--- src/rtl/alu_issue_ctrl_pkg.sv ---
// Shared constants for the ALU issue controller: opcodes, ALU control codes, flag bits, FSM states.
package alu_issue_ctrl_pkg;

  localparam logic [5:0] OP_RTYPE  = 6'h00;
  localparam logic [5:0] OP_ADDI   = 6'h01;
  localparam logic [5:0] OP_BRANCH = 6'h02;

  localparam logic [3:0] ALU_ADD  = 4'b0000;
  localparam logic [3:0] ALU_COMP = 4'b0001;
  localparam logic [3:0] ALU_DIFF = 4'b0010;
  localparam logic [3:0] ALU_AND  = 4'b0011;
  localparam logic [3:0] ALU_XOR  = 4'b0100;
  localparam logic [3:0] ALU_SLL  = 4'b0101;
  localparam logic [3:0] ALU_SRL  = 4'b0110;
  localparam logic [3:0] ALU_SRA  = 4'b0111;
  localparam int         ALU_VAR_SHIFT_BIT = 3;

  // alu_flag layout is {carry, rs<0, rs==0}
  localparam int FLAG_ZERO  = 0;
  localparam int FLAG_NEG   = 1;
  localparam int FLAG_CARRY = 2;

  typedef logic [1:0] state_t;
  localparam state_t S_IDLE   = 2'd0;
  localparam state_t S_DECODE = 2'd1;
  localparam state_t S_EXEC   = 2'd2;
  localparam state_t S_RESP   = 2'd3;

  typedef struct packed {
    logic [5:0] opcode;
    logic [4:0] rs;
    logic [4:0] rt;
    logic [4:0] rd;
    logic [4:0] shamt;
    logic [1:0] rsvd;
    logic [3:0] funct;
  } instr_fields_t;

  function automatic logic branch_eval(input logic [2:0] flag, input logic [1:0] sel);
    logic taken;
    case (sel)
      2'd0:    taken = flag[FLAG_ZERO];
      2'd1:    taken = flag[FLAG_NEG];
      2'd2:    taken = flag[FLAG_CARRY];
      default: taken = 1'b0;
    endcase
    return taken;
  endfunction

endpackage

--- src/rtl/alu_issue_ctrl_if.sv ---
// Instruction, ALU and result signals of the issue controller; slave = controller, master = environment.
interface alu_issue_ctrl_if #(
  parameter int DATA_W = 32,
  parameter int CTRL_W = 4
) ();
  logic              instr_valid;
  logic              instr_ready;
  logic [31:0]       instr;
  logic [CTRL_W-1:0] alu_control;
  logic [4:0]        alu_shamt;
  logic              alu_use_imm;
  logic [DATA_W-1:0] imm32;
  logic [DATA_W-1:0] alu_out;
  logic [2:0]        alu_flag;
  logic              res_valid;
  logic              res_ready;
  logic [DATA_W-1:0] res_data;
  logic [4:0]        res_rd;
  logic              res_we;
  logic              branch_taken;
  logic              illegal;

  modport slave (
    input  instr_valid, instr, alu_out, alu_flag, res_ready,
    output instr_ready, alu_control, alu_shamt, alu_use_imm, imm32,
           res_valid, res_data, res_rd, res_we, branch_taken, illegal
  );

  modport master (
    output instr_valid, instr, alu_out, alu_flag, res_ready,
    input  instr_ready, alu_control, alu_shamt, alu_use_imm, imm32,
           res_valid, res_data, res_rd, res_we, branch_taken, illegal
  );
endinterface

--- src/rtl/alu_instr_decode.sv ---
// Combinational field decode and legality check of one instruction word; no state, zero latency.
module alu_instr_decode
  import alu_issue_ctrl_pkg::*;
#(
  parameter int DATA_W = 32,
  parameter int CTRL_W = 4
) (
  input  logic [31:0]       instr,
  output logic              legal,
  output logic              is_branch,
  output logic              use_imm,
  output logic              we,
  output logic [CTRL_W-1:0] ctrl,
  output logic [4:0]        shamt,
  output logic [4:0]        rd,
  output logic [DATA_W-1:0] imm32,
  output logic [1:0]        br_sel
);
  instr_fields_t f;
  logic          unused_bits;

  assign f           = instr;
  assign unused_bits = ^{f.rs, f.rsvd};

  always_comb begin
    legal     = 1'b0;
    is_branch = 1'b0;
    use_imm   = 1'b0;
    we        = 1'b0;
    ctrl      = '0;
    shamt     = '0;
    rd        = '0;
    imm32     = {{(DATA_W-16){instr[15]}}, instr[15:0]};
    br_sel    = f.rt[1:0];
    case (f.opcode)
      OP_RTYPE: begin
        legal = 1'b1;
        ctrl  = CTRL_W'(f.funct);
        shamt = f.shamt;
        we    = 1'b1;
        rd    = f.rd;
      end
      OP_ADDI: begin
        legal   = 1'b1;
        ctrl    = CTRL_W'(ALU_ADD);
        use_imm = 1'b1;
        we      = 1'b1;
        rd      = f.rt;
      end
      OP_BRANCH: begin
        legal     = 1'b1;
        is_branch = 1'b1;
        ctrl      = CTRL_W'(ALU_ADD);
      end
      default: ;
    endcase
  end
endmodule

--- src/rtl/alu_issue_ctrl.sv ---
// Issues one instruction at a time to an external ALU: 3 cycles accept->result (2 if illegal), result held until res_ready.
// Optional retired-instruction counter port retired_cnt under macro ALU_PERF_CNT_EN.
module alu_issue_ctrl
  import alu_issue_ctrl_pkg::*;
#(
  parameter int DATA_W = 32,
  parameter int CTRL_W = 4
) (
  input  logic            clk,
  input  logic            rst_n,
  alu_issue_ctrl_if.slave bus
`ifdef ALU_PERF_CNT_EN
  ,
  output logic [31:0]     retired_cnt
`endif
);
  state_t            state_q, state_d;
  logic [31:0]       instr_q, instr_d;
  logic [CTRL_W-1:0] alu_control_q, alu_control_d;
  logic [4:0]        alu_shamt_q, alu_shamt_d;
  logic              alu_use_imm_q, alu_use_imm_d;
  logic [DATA_W-1:0] imm32_q, imm32_d;
  logic [DATA_W-1:0] res_data_q, res_data_d;
  logic [4:0]        res_rd_q, res_rd_d;
  logic              res_we_q, res_we_d;
  logic              branch_q, branch_d;
  logic              illegal_q, illegal_d;

  logic              dec_legal, dec_is_branch, dec_use_imm, dec_we;
  logic [CTRL_W-1:0] dec_ctrl;
  logic [4:0]        dec_shamt, dec_rd;
  logic [DATA_W-1:0] dec_imm32;
  logic [1:0]        dec_br_sel;
  logic              resp_hs;

  alu_instr_decode #(.DATA_W(DATA_W), .CTRL_W(CTRL_W)) u_decode (
    .instr     (instr_q),
    .legal     (dec_legal),
    .is_branch (dec_is_branch),
    .use_imm   (dec_use_imm),
    .we        (dec_we),
    .ctrl      (dec_ctrl),
    .shamt     (dec_shamt),
    .rd        (dec_rd),
    .imm32     (dec_imm32),
    .br_sel    (dec_br_sel)
  );

  assign resp_hs = (state_q == S_RESP) && bus.res_ready;

  always_comb begin
    state_d       = state_q;
    instr_d       = instr_q;
    alu_control_d = alu_control_q;
    alu_shamt_d   = alu_shamt_q;
    alu_use_imm_d = alu_use_imm_q;
    imm32_d       = imm32_q;
    res_data_d    = res_data_q;
    res_rd_d      = res_rd_q;
    res_we_d      = res_we_q;
    branch_d      = branch_q;
    illegal_d     = illegal_q;
    case (state_q)
      S_IDLE: begin
        if (bus.instr_valid) begin
          instr_d = bus.instr;
          state_d = S_DECODE;
        end
      end
      S_DECODE: begin
        res_rd_d  = dec_rd;
        res_we_d  = dec_we;
        illegal_d = !dec_legal;
        // ALU-facing registers only move for legal work so the ALU never sees an illegal op
        if (dec_legal) begin
          alu_control_d = dec_ctrl;
          alu_shamt_d   = dec_shamt;
          alu_use_imm_d = dec_use_imm;
          imm32_d       = dec_imm32;
          state_d       = S_EXEC;
        end else begin
          res_data_d = '0;
          branch_d   = 1'b0;
          state_d    = S_RESP;
        end
      end
      S_EXEC: begin
        res_data_d = bus.alu_out;
        branch_d   = dec_is_branch && branch_eval(bus.alu_flag, dec_br_sel);
        state_d    = S_RESP;
      end
      S_RESP: begin
        if (resp_hs) state_d = S_IDLE;
      end
      default: state_d = S_IDLE;
    endcase
  end

  always_ff @(posedge clk or negedge rst_n) begin
    if (!rst_n) begin
      state_q       <= S_IDLE;
      instr_q       <= '0;
      alu_control_q <= '0;
      alu_shamt_q   <= '0;
      alu_use_imm_q <= 1'b0;
      imm32_q       <= '0;
      res_data_q    <= '0;
      res_rd_q      <= '0;
      res_we_q      <= 1'b0;
      branch_q      <= 1'b0;
      illegal_q     <= 1'b0;
    end else begin
      state_q       <= state_d;
      instr_q       <= instr_d;
      alu_control_q <= alu_control_d;
      alu_shamt_q   <= alu_shamt_d;
      alu_use_imm_q <= alu_use_imm_d;
      imm32_q       <= imm32_d;
      res_data_q    <= res_data_d;
      res_rd_q      <= res_rd_d;
      res_we_q      <= res_we_d;
      branch_q      <= branch_d;
      illegal_q     <= illegal_d;
    end
  end

  assign bus.instr_ready  = (state_q == S_IDLE);
  assign bus.res_valid    = (state_q == S_RESP);
  assign bus.alu_control  = alu_control_q;
  assign bus.alu_shamt    = alu_shamt_q;
  assign bus.alu_use_imm  = alu_use_imm_q;
  assign bus.imm32        = imm32_q;
  assign bus.res_data     = res_data_q;
  assign bus.res_rd       = res_rd_q;
  assign bus.res_we       = res_we_q;
  assign bus.branch_taken = branch_q;
  assign bus.illegal      = illegal_q;

`ifdef ALU_PERF_CNT_EN
  logic [31:0] retired_cnt_q, retired_cnt_d;

  always_comb begin
    retired_cnt_d = retired_cnt_q;
    if (resp_hs) retired_cnt_d = retired_cnt_q + 32'd1;
  end

  always_ff @(posedge clk or negedge rst_n) begin
    if (!rst_n) retired_cnt_q <= '0;
    else        retired_cnt_q <= retired_cnt_d;
  end

  assign retired_cnt = retired_cnt_q;
`endif
endmodule

--- src/flat_wrapper.sv ---
// flat-port wrapper written by rule: the top's interface ports become plain ports
module alu_issue_ctrl_flat import alu_issue_ctrl_pkg::*;
#(
  parameter int DATA_W = 32,
  parameter int CTRL_W = 4
)
  (clk, rst_n, bus_instr_valid, bus_instr, bus_alu_out, bus_alu_flag, bus_res_ready, bus_instr_ready, bus_alu_control, bus_alu_shamt, bus_alu_use_imm, bus_imm32, bus_res_valid, bus_res_data, bus_res_rd, bus_res_we, bus_branch_taken, bus_illegal);
  alu_issue_ctrl_if #(.DATA_W(DATA_W), .CTRL_W(CTRL_W)) bus_i ();
  input  logic clk;
  input  logic rst_n;
  input wire logic [$bits(bus_i.instr_valid)-1:0] bus_instr_valid;
  input wire logic [$bits(bus_i.instr)-1:0] bus_instr;
  input wire logic [$bits(bus_i.alu_out)-1:0] bus_alu_out;
  input wire logic [$bits(bus_i.alu_flag)-1:0] bus_alu_flag;
  input wire logic [$bits(bus_i.res_ready)-1:0] bus_res_ready;
  output wire logic [$bits(bus_i.instr_ready)-1:0] bus_instr_ready;
  output wire logic [$bits(bus_i.alu_control)-1:0] bus_alu_control;
  output wire logic [$bits(bus_i.alu_shamt)-1:0] bus_alu_shamt;
  output wire logic [$bits(bus_i.alu_use_imm)-1:0] bus_alu_use_imm;
  output wire logic [$bits(bus_i.imm32)-1:0] bus_imm32;
  output wire logic [$bits(bus_i.res_valid)-1:0] bus_res_valid;
  output wire logic [$bits(bus_i.res_data)-1:0] bus_res_data;
  output wire logic [$bits(bus_i.res_rd)-1:0] bus_res_rd;
  output wire logic [$bits(bus_i.res_we)-1:0] bus_res_we;
  output wire logic [$bits(bus_i.branch_taken)-1:0] bus_branch_taken;
  output wire logic [$bits(bus_i.illegal)-1:0] bus_illegal;
  assign bus_i.instr_valid = bus_instr_valid;
  assign bus_i.instr = bus_instr;
  assign bus_i.alu_out = bus_alu_out;
  assign bus_i.alu_flag = bus_alu_flag;
  assign bus_i.res_ready = bus_res_ready;
  assign bus_instr_ready = bus_i.instr_ready;
  assign bus_alu_control = bus_i.alu_control;
  assign bus_alu_shamt = bus_i.alu_shamt;
  assign bus_alu_use_imm = bus_i.alu_use_imm;
  assign bus_imm32 = bus_i.imm32;
  assign bus_res_valid = bus_i.res_valid;
  assign bus_res_data = bus_i.res_data;
  assign bus_res_rd = bus_i.res_rd;
  assign bus_res_we = bus_i.res_we;
  assign bus_branch_taken = bus_i.branch_taken;
  assign bus_illegal = bus_i.illegal;
  alu_issue_ctrl #(.DATA_W(DATA_W), .CTRL_W(CTRL_W)) u_core (.clk(clk), .rst_n(rst_n), .bus(bus_i));
endmodule
--- config.mk ---
export PLATFORM = sky130hd
export DESIGN_NAME = alu_issue_ctrl_flat
export DESIGN_NICKNAME = d
export VERILOG_FILES = /design/src/rtl/alu_issue_ctrl_pkg.sv /design/src/rtl/alu_issue_ctrl_if.sv /design/src/rtl/alu_instr_decode.sv /design/src/rtl/alu_issue_ctrl.sv /design/src/flat_wrapper.sv
export SDC_FILE = /design/constraint.sdc
export NUM_CORES = 1
export LEC_CHECK = 0
export BUFFER_PORTS_ARGS = -buffer_cell sky130_fd_sc_hd__buf_4
export CORE_AREA = 2 2 102 104
export CTS_BUF_LIST = sky130_fd_sc_hd__clkbuf_8
export DETAILED_ROUTE_END_ITERATION = 8
export DIE_AREA = 0 0 104 106
export PLACE_DENSITY_LB_ADDON = 0.08
export SKIP_CTS_REPAIR_TIMING = 1
export SLEW_MARGIN = 20
export SYNTH_ARGS = -nofsm -noshare
export SYNTH_HDL_FRONTEND = slang
export SYNTH_SLANG_ARGS = --single-unit
--- constraint.sdc ---
create_clock -name clk -period 3.1 [get_ports clk]
set_input_delay 0.62 -clock clk [delete_from_list [all_inputs] [get_ports clk]]
set_output_delay 0.62 -clock clk [all_outputs]
set_load 0.005 [all_outputs]
==> results of run 1 <==
[metrics by stage]
step / instance area [um2] / total power (uW)
finish: 5670 / 5620
floorplan: 4350 / 3840
global route: 5670 / 6070
global placement: 5490 / 4810
detailed placement: 5490 / 4900
CTS: 5670 / 5710
[synth_stat cells, drive strengths merged]
| cell type | instances |
|---|---|
| inv | 7 |
| o31ai | 2 |
| nand2 | 2 |
| nor3 | 1 |
| nor4 | 2 |
| o21a | 1 |
| or3 | 1 |
| a31oi | 1 |
| a22o | 9 |
| nand3 | 1 |
| buf | 29 |
| o41a | 1 |
| nor2b | 3 |
| o21ai | 2 |
| dfrtp | 95 |
| and3 | 1 |
| mux2 | 43 |
| ha | 4 |
| a21boi | 1 |
| o22ai | 1 |
| a21oi | 2 |
| clkbuf | 8 |
| nand4 | 1 |
| nor2 | 36 |
| o2bb2ai | 5 |
| nand3b | 1 |
| mux2i | 38 |
| or4 | 1 |
| a221o | 32 |
[final cells by class]
class | instances | area share
clock buffer | 10 | 0.0243
clock inverter | 4 | 0.00860
inverter | 7 | 0.00463
multi-input combinational | 192 | 0.305
sequential | 95 | 0.419
tap | 136 | 0.0300
timing repair buffer | 156 | 0.209
[layer usage]
layer | routed length [um] | track usage | up-vias
li1 | - | - | 1463
met5 | 0 | 0 | -
met4 | 191 | 0.0734 | 0
met1 | 4250 | 0.232 | 1560
met2 | 4610 | 0.298 | 94
met3 | 510 | 0.0411 | 14
[sequential cells by signal (all words and copies together), names as in the netlist, 2 cells and up]
signal / flops
u_core.bus.alu_shamt: 5
u_core.instr_q: 27
u_core.bus.alu_control: 4
u_core.state_q: 2
u_core.bus.imm32: 16
u_core.bus.res_data: 32
u_core.bus.res_rd: 5
[worst reg2reg max path, delay by kind of cell, from the launching register on]
kind | cells | cell delay, ns
AND/OR/NAND/NOR | 2 | 1.01
flip-flops | 1 | 0.43
multiplexers | 1 | 0.51
[logic make-up (layout without fill, tap and decap cells)]
logic type | after synthesis | in the layout
muxes | 81 | 81
DFF | 95 | 95
adders and majority gates | 4 | 4
and+or+nand+nor | 50 | 50
AOI/OAI and AO/OA | 57 | 57
buffers and inverters | 44 | 177
[power by group]
part / switching, uW / internal (uW) / total, uW
combinational: 1040 / 1500 / 2540
clock: 412 / 384 / 796
sequential: 468 / 1810 / 2280
total: 1920 / 3690 / 5620
[final timing paths]
check                      cells past startpoint  slack (ns)             endpoint
max                                            3        1.05  u_core.bus.imm32[8]
min                                            1        0.36  u_core.bus.imm32[2]
max reg2reg                                    3        1.05  u_core.bus.imm32[8]
min reg2reg                                    1        0.49  u_core.bus.imm32[5]
max in group asynchronous                      2        1.98   u_core.instr_q[12]
min in group clk                               1        0.49  u_core.bus.imm32[5]
==> impl_results.md, run 1 <==
- Commonest non-fill, non-tap cell in the layout: buf_4
- RSZ-0062 raised after global routing: false
- P per Cell Area: 990 nW/um2
- Least-Margin Pin Slew: a little over 0.8 ns
- Max-slew violation count: 0
- Gr usage total: 0.181
- Share of cells above drive strength 1: 0.450
- Final Hold Fails: 0
- Initial Util: 0.435
- Yosys top cell by area: dfrtp_1
- Clock skew: around 0.0064 ns
- Die H: 106 um
- Total number of H-tree levels: 3
- Largest family of logic cells by synthesized area: multiplexers
- FF+latch area: 2380 um2
- # rows: 37
- Slew headroom: 0.462
- Seq/Total Area, Yosys: 0.547
- Post-route ant nets: 0
- Insertion delay to the later sink of the worst-skew pair: around 0.35 ns
- DRT Pass-1 Iters: 4
- Post-Syn Nets: slightly above 400
- # placed instances: approximately 590
- Post-DP HPWL: 6.49 mm
- N_diodes: 0
- Worst min path class: in -> async
- Total CTS buffers: 9
- Crit path DAT: about 2.3 ns
- Fmax achieved: between 0.4 and 0.5 GHz
- Final core occ: 0.567
- Post-synth top area share: 0.547
- Status: finished, final reports clean
- Final Wtd Congestion: approximately 0.71
- Clock sink total: 95
- Post-synthesis cell type count: 36
- Reg clk slew, reported paths: about 0.090 ns
- Pre-CTS WS: approximately 1.0 ns
- Most frequent cells in the layout: buf_4 (155), dfrtp_1 (95), mux2i_1 (38)
- Pleak: 0.00273 uW
- Final setup TNS: 0 ns
- NumNets Final: 536
- Crit-path cells: nor4_4 -> nand3_2 -> mux2_1
- Final Non-Filler Cells: 600
- Peak VDD IR: a little over 0.4 mV
- WL/cell: approximately 16 um
- Period utilisation layout: 0.662
- Synth Area in Adders: 0.0115
- Worst Path Required: around 3.3 ns
- CTS tree: yes
- First-pass GRT wire length: between 15 and 20 mm
- Die Wd: ~100 um
- Synth Cell Area: approximately 4300 um2
- Worst Setup Path Type: reg -> reg
- Max Cap Viol: 0
- Worst-path fanout max: 23
- Area grow syn2layout: 30.4%
- Crit path buf inv count: 0
- Total Routed Length: about 9.6 mm
- Core Region: 10000 um2
- Filler cell count: roughly 900
- IO Count: between 150 and 200
- Min Hold Slack: roughly 0.36 ns
- Die Footprint: 11,000 um2
- Footprint of the multi-input gates: about 1700 um2
- Root buffer cell: clkbuf_8
- Vias per cell: roughly 5.2
- Count of state elements after synthesis: 95
- Largest net degree at the start of global routing: 66
- Grt ovf: 0
- Vias in the first global route: ~3.2k
- Critical path's slowest cell: nand3_2
- Post-synthesis mux area share: 0.199
- XOR/XNOR share of the synthesized area: 0
- I/O Buffers: approximately 150
- Antenna violations before repair: 0
- Initial DRC Count: slightly above 100
- Endpoint class of the critical path: flip-flop
- Remaining DRCs: 0
- Main area contributors after synthesis: dfrtp_1 (55%), mux2i_1 (8.7%), a221o_1 (7.4%)
- Tmin final: between 2 and 2.5 ns
- Compound-Gate Fraction of Synth Area: 0.127
- Post-Synth Simple-Gate Area: 0.0590
- CP peak stage delay: between 0.5 and 0.6 ns
- Yosys warning total: 0
- Clk buf depth: 2
- Crit start category: flip-flop
- Mapped Cells: around 330
- Synth Area per Inst: about 13 um2
- Via count: 3,131
- Crit path max-delay family: simple AND/OR/NAND/NOR gates
- Endpoints failing setup: 0
- Final worst slack: 1.05 ns
- Reg2reg start: u_core.instr_q[30]
- Worst setup path startpoint: u_core.instr_q[30]
Power figures use the tool's default switching activity.
==> run 2: changes to the inputs <==
==> constraint.sdc (replaced) <==
create_clock -name clk -period 2.05 [get_ports clk]
set_input_delay 0.41 -clock clk [delete_from_list [all_inputs] [get_ports clk]]
set_output_delay 0.41 -clock clk [all_outputs]
set_load 0.005 [all_outputs]
==> impl_results.md, run 2 (synthesized netlist as in run 1, its figures left out) <==
- Reg2reg start: u_core.state_q[1]
- Vias per cell: 5.15 (-1.3%)
- Insertion delay to the later sink of the worst-skew pair: 0.35 ns (about the same)
- Commonest non-fill, non-tap cell in the layout: buf_4
- Worst Setup Path Type: reg -> reg
- Most frequent cells in the layout: buf_4 (159), dfrtp_1 (95), mux2i_1 (38)
- P per Cell Area: 1520 nW/um2 (+54%)
- Pleak: 0.00281 uW (+3.3%)
- Endpoint class of the critical path: flip-flop
- Peak VDD IR: 0.567 mV (+38%)
- # rows: 37 (unchanged)
- Share of cells above drive strength 1: 0.462 (+0.0116)
- Final Non-Filler Cells: 610 (+1.7%)
- Largest net degree at the start of global routing: 44 (-33%)
- Max FFs per register: 32 (unchanged)
- NumNets Final: 544 (+1.5%)
- Total CTS buffers: 9 (unchanged)
- Reg clk slew, reported paths: 0.09 ns (about the same)
- Initial DRC Count: 69 (-32%)
- Final Wtd Congestion: 0.710 (-0.14%)
- Max Cap Viol: 0 (unchanged)
- Clock skew: 0.00938 ns (+0.00301 ns)
- Worst setup path startpoint: u_core.state_q[1]
- Clk buf depth: 2 (unchanged)
- WL/cell: 16.0 um (+0.22%)
- First-pass GRT wire length: 15.7 mm (-0.91%)
- Crit start category: flip-flop
- Post-DP HPWL: 6.74 mm (+3.9%)
- Final Hold Fails: 0 (unchanged)
- Die Footprint: 11,000 um2 (unchanged)
- Crit path DAT: 2.06 ns (-0.22 ns)
- RSZ-0062 raised after global routing: false
- Worst-path fanout max: 7 (-70%)
- Slew headroom: 0.692 (+0.230)
- Die Wd: 104 um (unchanged)
- R2r worst-path depth: 5 (+2)
- Period utilisation layout: 0.869 (+0.208)
- # placed instances: 593 (+1.2%)
- Worst hold path depth: 2
- Clock sink total: 95 (unchanged)
- Worst Path Required: 2.33 ns (-1.00 ns)
- Core Region: 10000 um2 (unchanged)
- Root buffer cell: clkbuf_8
- I/O Buffers: 149 (unchanged)
- Endpoints failing setup: 0 (unchanged)
- DRT Pass-1 Iters: 4 (unchanged)
- Gr usage total: 0.178 (-0.00256)
- Least-Margin Pin Slew: 0.462 ns (-0.346 ns)
- Via count: 3,143 (+0.38%)
- Vias in the first global route: 3,082 (-2.2%)
- Fmax achieved: 0.561 GHz (+15%)
- Tmin final: 1.78 ns (-0.269 ns)
- Total number of H-tree levels: 3 (unchanged)
- N_diodes: 0 (unchanged)
- Die H: 106 um (unchanged)
- Area grow syn2layout: 34.3%
- Status: finished, final reports clean
- CTS tree: yes
- IO Count: 155 (unchanged)
- Worst min path class: in -> reg
- Initial Util: 0.435 (unchanged)
- Antenna violations before repair: 0 (unchanged)
- Remaining DRCs: 0 (unchanged)
- Filler cell count: 865 (-3.7%)
- Final setup TNS: 0 ns (unchanged)
- Total Routed Length: 9.74 mm (+1.9%)
- Post-route ant nets: 0 (unchanged)
- Grt ovf: 0 (unchanged)
- Max-slew violation count: 0 (unchanged)
- Min-delay src: bus_instr[17]
run 2: report_power, final:
group / leakage [uW] / internal (uW) / total (uW) / switching, uW
Sequential: 0.00118 / 2740 / 3420 / 678
Combinational: 0.00150 / 2320 / 3970 / 1640
Clock: 0.000129 / 855 / 1510 / 659
run 2: metal layers:
layer,global-route usage,up-vias,wire length [um]
met4,0.0734,0,164
met1,0.242,1563,4370
met2,0.278,87,4680
li1,-,1479,-
met5,0,-,0
met3,0.0405,14,529
run 2: worst max-delay path, stage by stage (launching register included):
cell,delay [ns]
dfrtp_1,0.44
inv_1,0.10
ha_1,0.30
inv_2,0.11
or3_1,0.57
o2bb2ai_2,0.19
run 2: final timing paths:
kind	slack (ns)	to
min reg2reg	0.50	u_core.bus.imm32[6]
min	0.29	u_core.instr_q[17]
min in group asynchronous	0.52	u_core.instr_q[2]
max	0.27	u_core.bus.res_rd[1]
max in group asynchronous	0.96	u_core.bus.res_data[14]
max reg2reg	0.27	u_core.bus.res_rd[1]
run 2: area by class of cell:
cell class	count	area (um2)	area share
Inverter	7	26.3	0.00450
Tap cell	136	170	0.0291
Clock buffer	10	138	0.0236
Clock inverter	6	115	0.0197
Multi-Input combinational cell	192	1730	0.296
Timing Repair Buffer	164	1280	0.220
Sequential cell	95	2380	0.407
run 2: metrics by stage:
step | hold slack, ns | cell area [um2] | setup WS [ns] | total power (uW) | util
2_1_floorplan | 0.114 | 4350 | 0.216 | 5810 | -
3_3_place_gp | 0.334 | 5580 | 0.294 | 7350 | 0.558
3_5_place_dp | 0.334 | 5580 | 0.239 | 7500 | 0.558
4_1_cts | -0.0603 | 5830 | 0.231 | 9050 | 0.583
5_1_grt | 0.258 | 5840 | 0.147 | 9550 | 0.584
6_report | 0.286 | 5840 | 0.268 | 8900 | 0.584
==> run 3: changes to the inputs <==
--- a/config.mk
+++ b/config.mk
@@ -5,12 +5,15 @@
 export SDC_FILE = /design/constraint.sdc
 export NUM_CORES = 1
 export LEC_CHECK = 0
+export ABC_AREA = 1
 export BUFFER_PORTS_ARGS = -buffer_cell sky130_fd_sc_hd__buf_4
+export CAP_MARGIN = 0
 export CORE_AREA = 2 2 102 104
 export CTS_BUF_LIST = sky130_fd_sc_hd__clkbuf_8
 export DETAILED_ROUTE_END_ITERATION = 8
 export DIE_AREA = 0 0 104 106
 export PLACE_DENSITY_LB_ADDON = 0.08
+export RECOVER_POWER = 25
 export SKIP_CTS_REPAIR_TIMING = 1
 export SLEW_MARGIN = 20
 export SYNTH_ARGS = -nofsm -noshare
==> impl_results.md, run 3 <==
- Worst min path class: in -> reg
- Tmin final: 1.69 ns (-0.0894 ns)
- Remaining DRCs: 0 (unchanged)
- Synth Cell Area: 4370 um2 (+0.37%)
- Vias per cell: 4.59 (-11%)
- Status: finished, final reports clean
- Worst-path fanout max: 34 (+27)
- Pleak: 0.00330 uW (+17%)
- EDFF count, synth: 0 (unchanged)
- Post-Syn Nets: 578 (+42%)
- P per Cell Area: 1320 nW/um2 (-14%)
- Vias in the first global route: 3,396 (+10%)
- Yosys warning total: 0 (unchanged)
- Endpoints failing setup: 0 (unchanged)
- Core Region: 10000 um2 (unchanged)
- Die Wd: 104 um (unchanged)
- Grt ovf: 0 (unchanged)
- Crit start category: flip-flop
- Synth top cells by count: nand2_1 (164), dfrtp_1 (95), inv_1 (56)
- # rows: 37 (unchanged)
- Die Footprint: 11,000 um2 (unchanged)
- Most frequent cells in the layout: nand2_1 (162), buf_4 (156), dfrtp_1 (95)
- Min Hold Slack: 0.275 ns (-0.0107 ns)
- Period utilisation layout: 0.826 (-0.0436)
- Final core occ: 0.569 (-0.0154)
- Max Cap Viol: 0 (unchanged)
- Fmax achieved: 0.591 GHz (+5.3%)
- Count of state elements after synthesis: 95 (unchanged)
- Post-synth top area share: 0.545 (-0.00204)
- Final Hold Fails: 0 (unchanged)
- Total CTS buffers: 9 (unchanged)
- Via count: 3,546 (+13%)
- Seq/Total Area, Yosys: 0.545 (-0.00204)
- End of the critical path: u_core.bus.branch_taken
- Post-synthesis cell type count: 21 (-42%)
- Post-DP HPWL: 7.03 mm (+4.2%)
- Antenna violations before repair: 0 (unchanged)
- Die H: 106 um (unchanged)
- Initial Util: 0.437 (+0.00163)
- Endpoint class of the critical path: flip-flop
- Final setup TNS: 0 ns (unchanged)
- Mapped Cells: 503 (+52%)
- Max-slew violation count: 0 (unchanged)
- Top-count cell post-synth: nand2_1
- Clk buf depth: 2 (unchanged)
- Initial DRC Count: 173 (+150%)
- RSZ-0062 raised after global routing: false
- Yosys top cell by area: dfrtp_1
- Final Wtd Congestion: 0.752 (+5.9%)
- Peak VDD IR: 0.779 mV (+37%)
- Post-route ant nets: 0 (unchanged)
- First-pass GRT wire length: 16.7 mm (+6.2%)
- Max FFs per register: 32 (unchanged)
- Crit Reg-Reg Endpoint: u_core.bus.branch_taken
- Clock skew: 0.00995 ns (+0.000565 ns)
- CTS tree: yes
- Largest net degree at the start of global routing: 62 (+41%)
- R2r worst-path depth: 8 (+3)
- Slew headroom: 0.439 (-0.253)
- DRT Pass-1 Iters: 4 (unchanged)
- Clock sink total: 95 (unchanged)
- Worst Setup Path Type: reg -> reg
- Post-synthesis async set-or-reset flop share: 1.00 (unchanged)
- WL/cell: 12.8 um (-20%)
- N_diodes: 0 (unchanged)
- Top FF cell, synth: dfrtp_1
- Synth Area per Inst: 8.68 um2 (-34%)
- Total Routed Length: 9.92 mm (+1.8%)
- Gr usage total: 0.188 (+0.0101)
- Insertion delay to the later sink of the worst-skew pair: 0.36 ns (about the same)
- Reg clk slew, reported paths: 0.09 ns (about the same)
- Total number of H-tree levels: 3 (unchanged)
- Worst setup path startpoint: u_core.state_q[1]
- Main area contributors after synthesis: dfrtp_1 (54%), nand2_1 (14%), nand3_1 (6.1%)
- Reg2reg start: u_core.state_q[1]
- Root buffer cell: clkbuf_8
- Crit path DAT: 1.95 ns (-0.11 ns)
- Final Non-Filler Cells: 773 (+27%)
- NumNets Final: 707 (+30%)
- Setup slack, reg-to-reg: 0.36 ns (+0.09 ns)
- I/O Buffers: 149 (unchanged)
- Area grow syn2layout: 30.2%
- IO Count: 155 (unchanged)
- Worst Path Required: 2.31 ns (-0.02 ns)
- Least-Margin Pin Slew: 0.841 ns (+0.379 ns)
- Share of cells above drive strength 1: 0.327 (-0.135)
- Commonest non-fill, non-tap cell in the layout: nand2_1
- # placed instances: 756 (+27%)
-- run 3: changes by cell type after synthesis, sizes merged, moves of 9 or more --
cell / previous run / this run
nor2: 36 / 26
mux2: 43 / 9
o21ai: 2 / 27
a22o: 9 / 0
nand3: 1 / 56
inv: 7 / 58
a21oi: 2 / 18
mux2i: 38 / 0
nand2: 2 / 164
a221o: 32 / 0
-- run 3: routing by layer --
layer  global-route usage  vias up  share of wire
li1                     -     1796              -
met5                    0        -              0
met3               0.0454       14          0.050
met4               0.0656        0          0.019
met2                0.295      100           0.47
met1                0.258     1636           0.46
-- run 3: critical path: stages, from the launching register on --
cell and delay (ns):
dfrtp_1 0.41, inv_1 0.11, ha_1 0.40, inv_2 0.16
nand2_1 0.14, buf_12 0.20, nand2_1 0.07, nand2_1 0.07
nand2_1 0.04
-- run 3: power breakdown --
| group | leakage, uW | switching [uW] | internal, uW | total [uW] |
|---|---|---|---|---|
| Combinational | 0.00201 | 1660 | 1560 | 3220 |
| Clock | 0.000106 | 624 | 583 | 1210 |
| Sequential | 0.00119 | 462 | 2610 | 3070 |
| Total | 0.00330 | 2750 | 4750 | 7500 |
-- run 3: worst min-delay path by stage --
stage / to / depth (start not counted) / slack, ns / startpoint
6_report: u_core.instr_q[18] / 2 / 0.27 / bus_instr[18]
3_5_place_dp: u_core.bus.alu_control[2] / 1 / 0.38 / rst_n
2_1_floorplan: u_core.bus.alu_control[0] / 0 / 0.11 / rst_n
3_3_place_gp: u_core.bus.alu_control[2] / 1 / 0.38 / rst_n
5_1_grt: u_core.instr_q[19] / 2 / 0.25 / bus_instr[19]
4_1_cts: u_core.bus.alu_control[2] / 1 / -0.02 / rst_n
-- run 3: through the flow --
stage          power (uW)  setup WS, ns  cell area (um2)
6_report             7500         0.357             5690
5_1_grt              8160         0.157             5690
4_1_cts              7610         0.331             5680
3_5_place_dp         6390         0.352             5490
3_3_place_gp         6280         0.371             5490
2_1_floorplan        5000         0.475             4370
-- run 3: area by class of cell --
| type | count | area [um2] |
|---|---|---|
| fillers | 977 | 4310 |
| inverters | 58 | 218 |
| clock buffers | 10 | 138 |
| repair buffers | 161 | 1250 |
| multi-input cells | 307 | 1480 |
| clock inverters | 6 | 53.8 |
| flip-flops and latches | 95 | 2380 |
| well taps | 136 | 170 |
-- run 3: cells by family after synthesis --
group           share of synthesized area
flops                               0.545
simple gates                        0.236
mux                                0.0232
fa+ha+maj                          0.0115
buf+inv                             0.118
compound gates                     0.0668
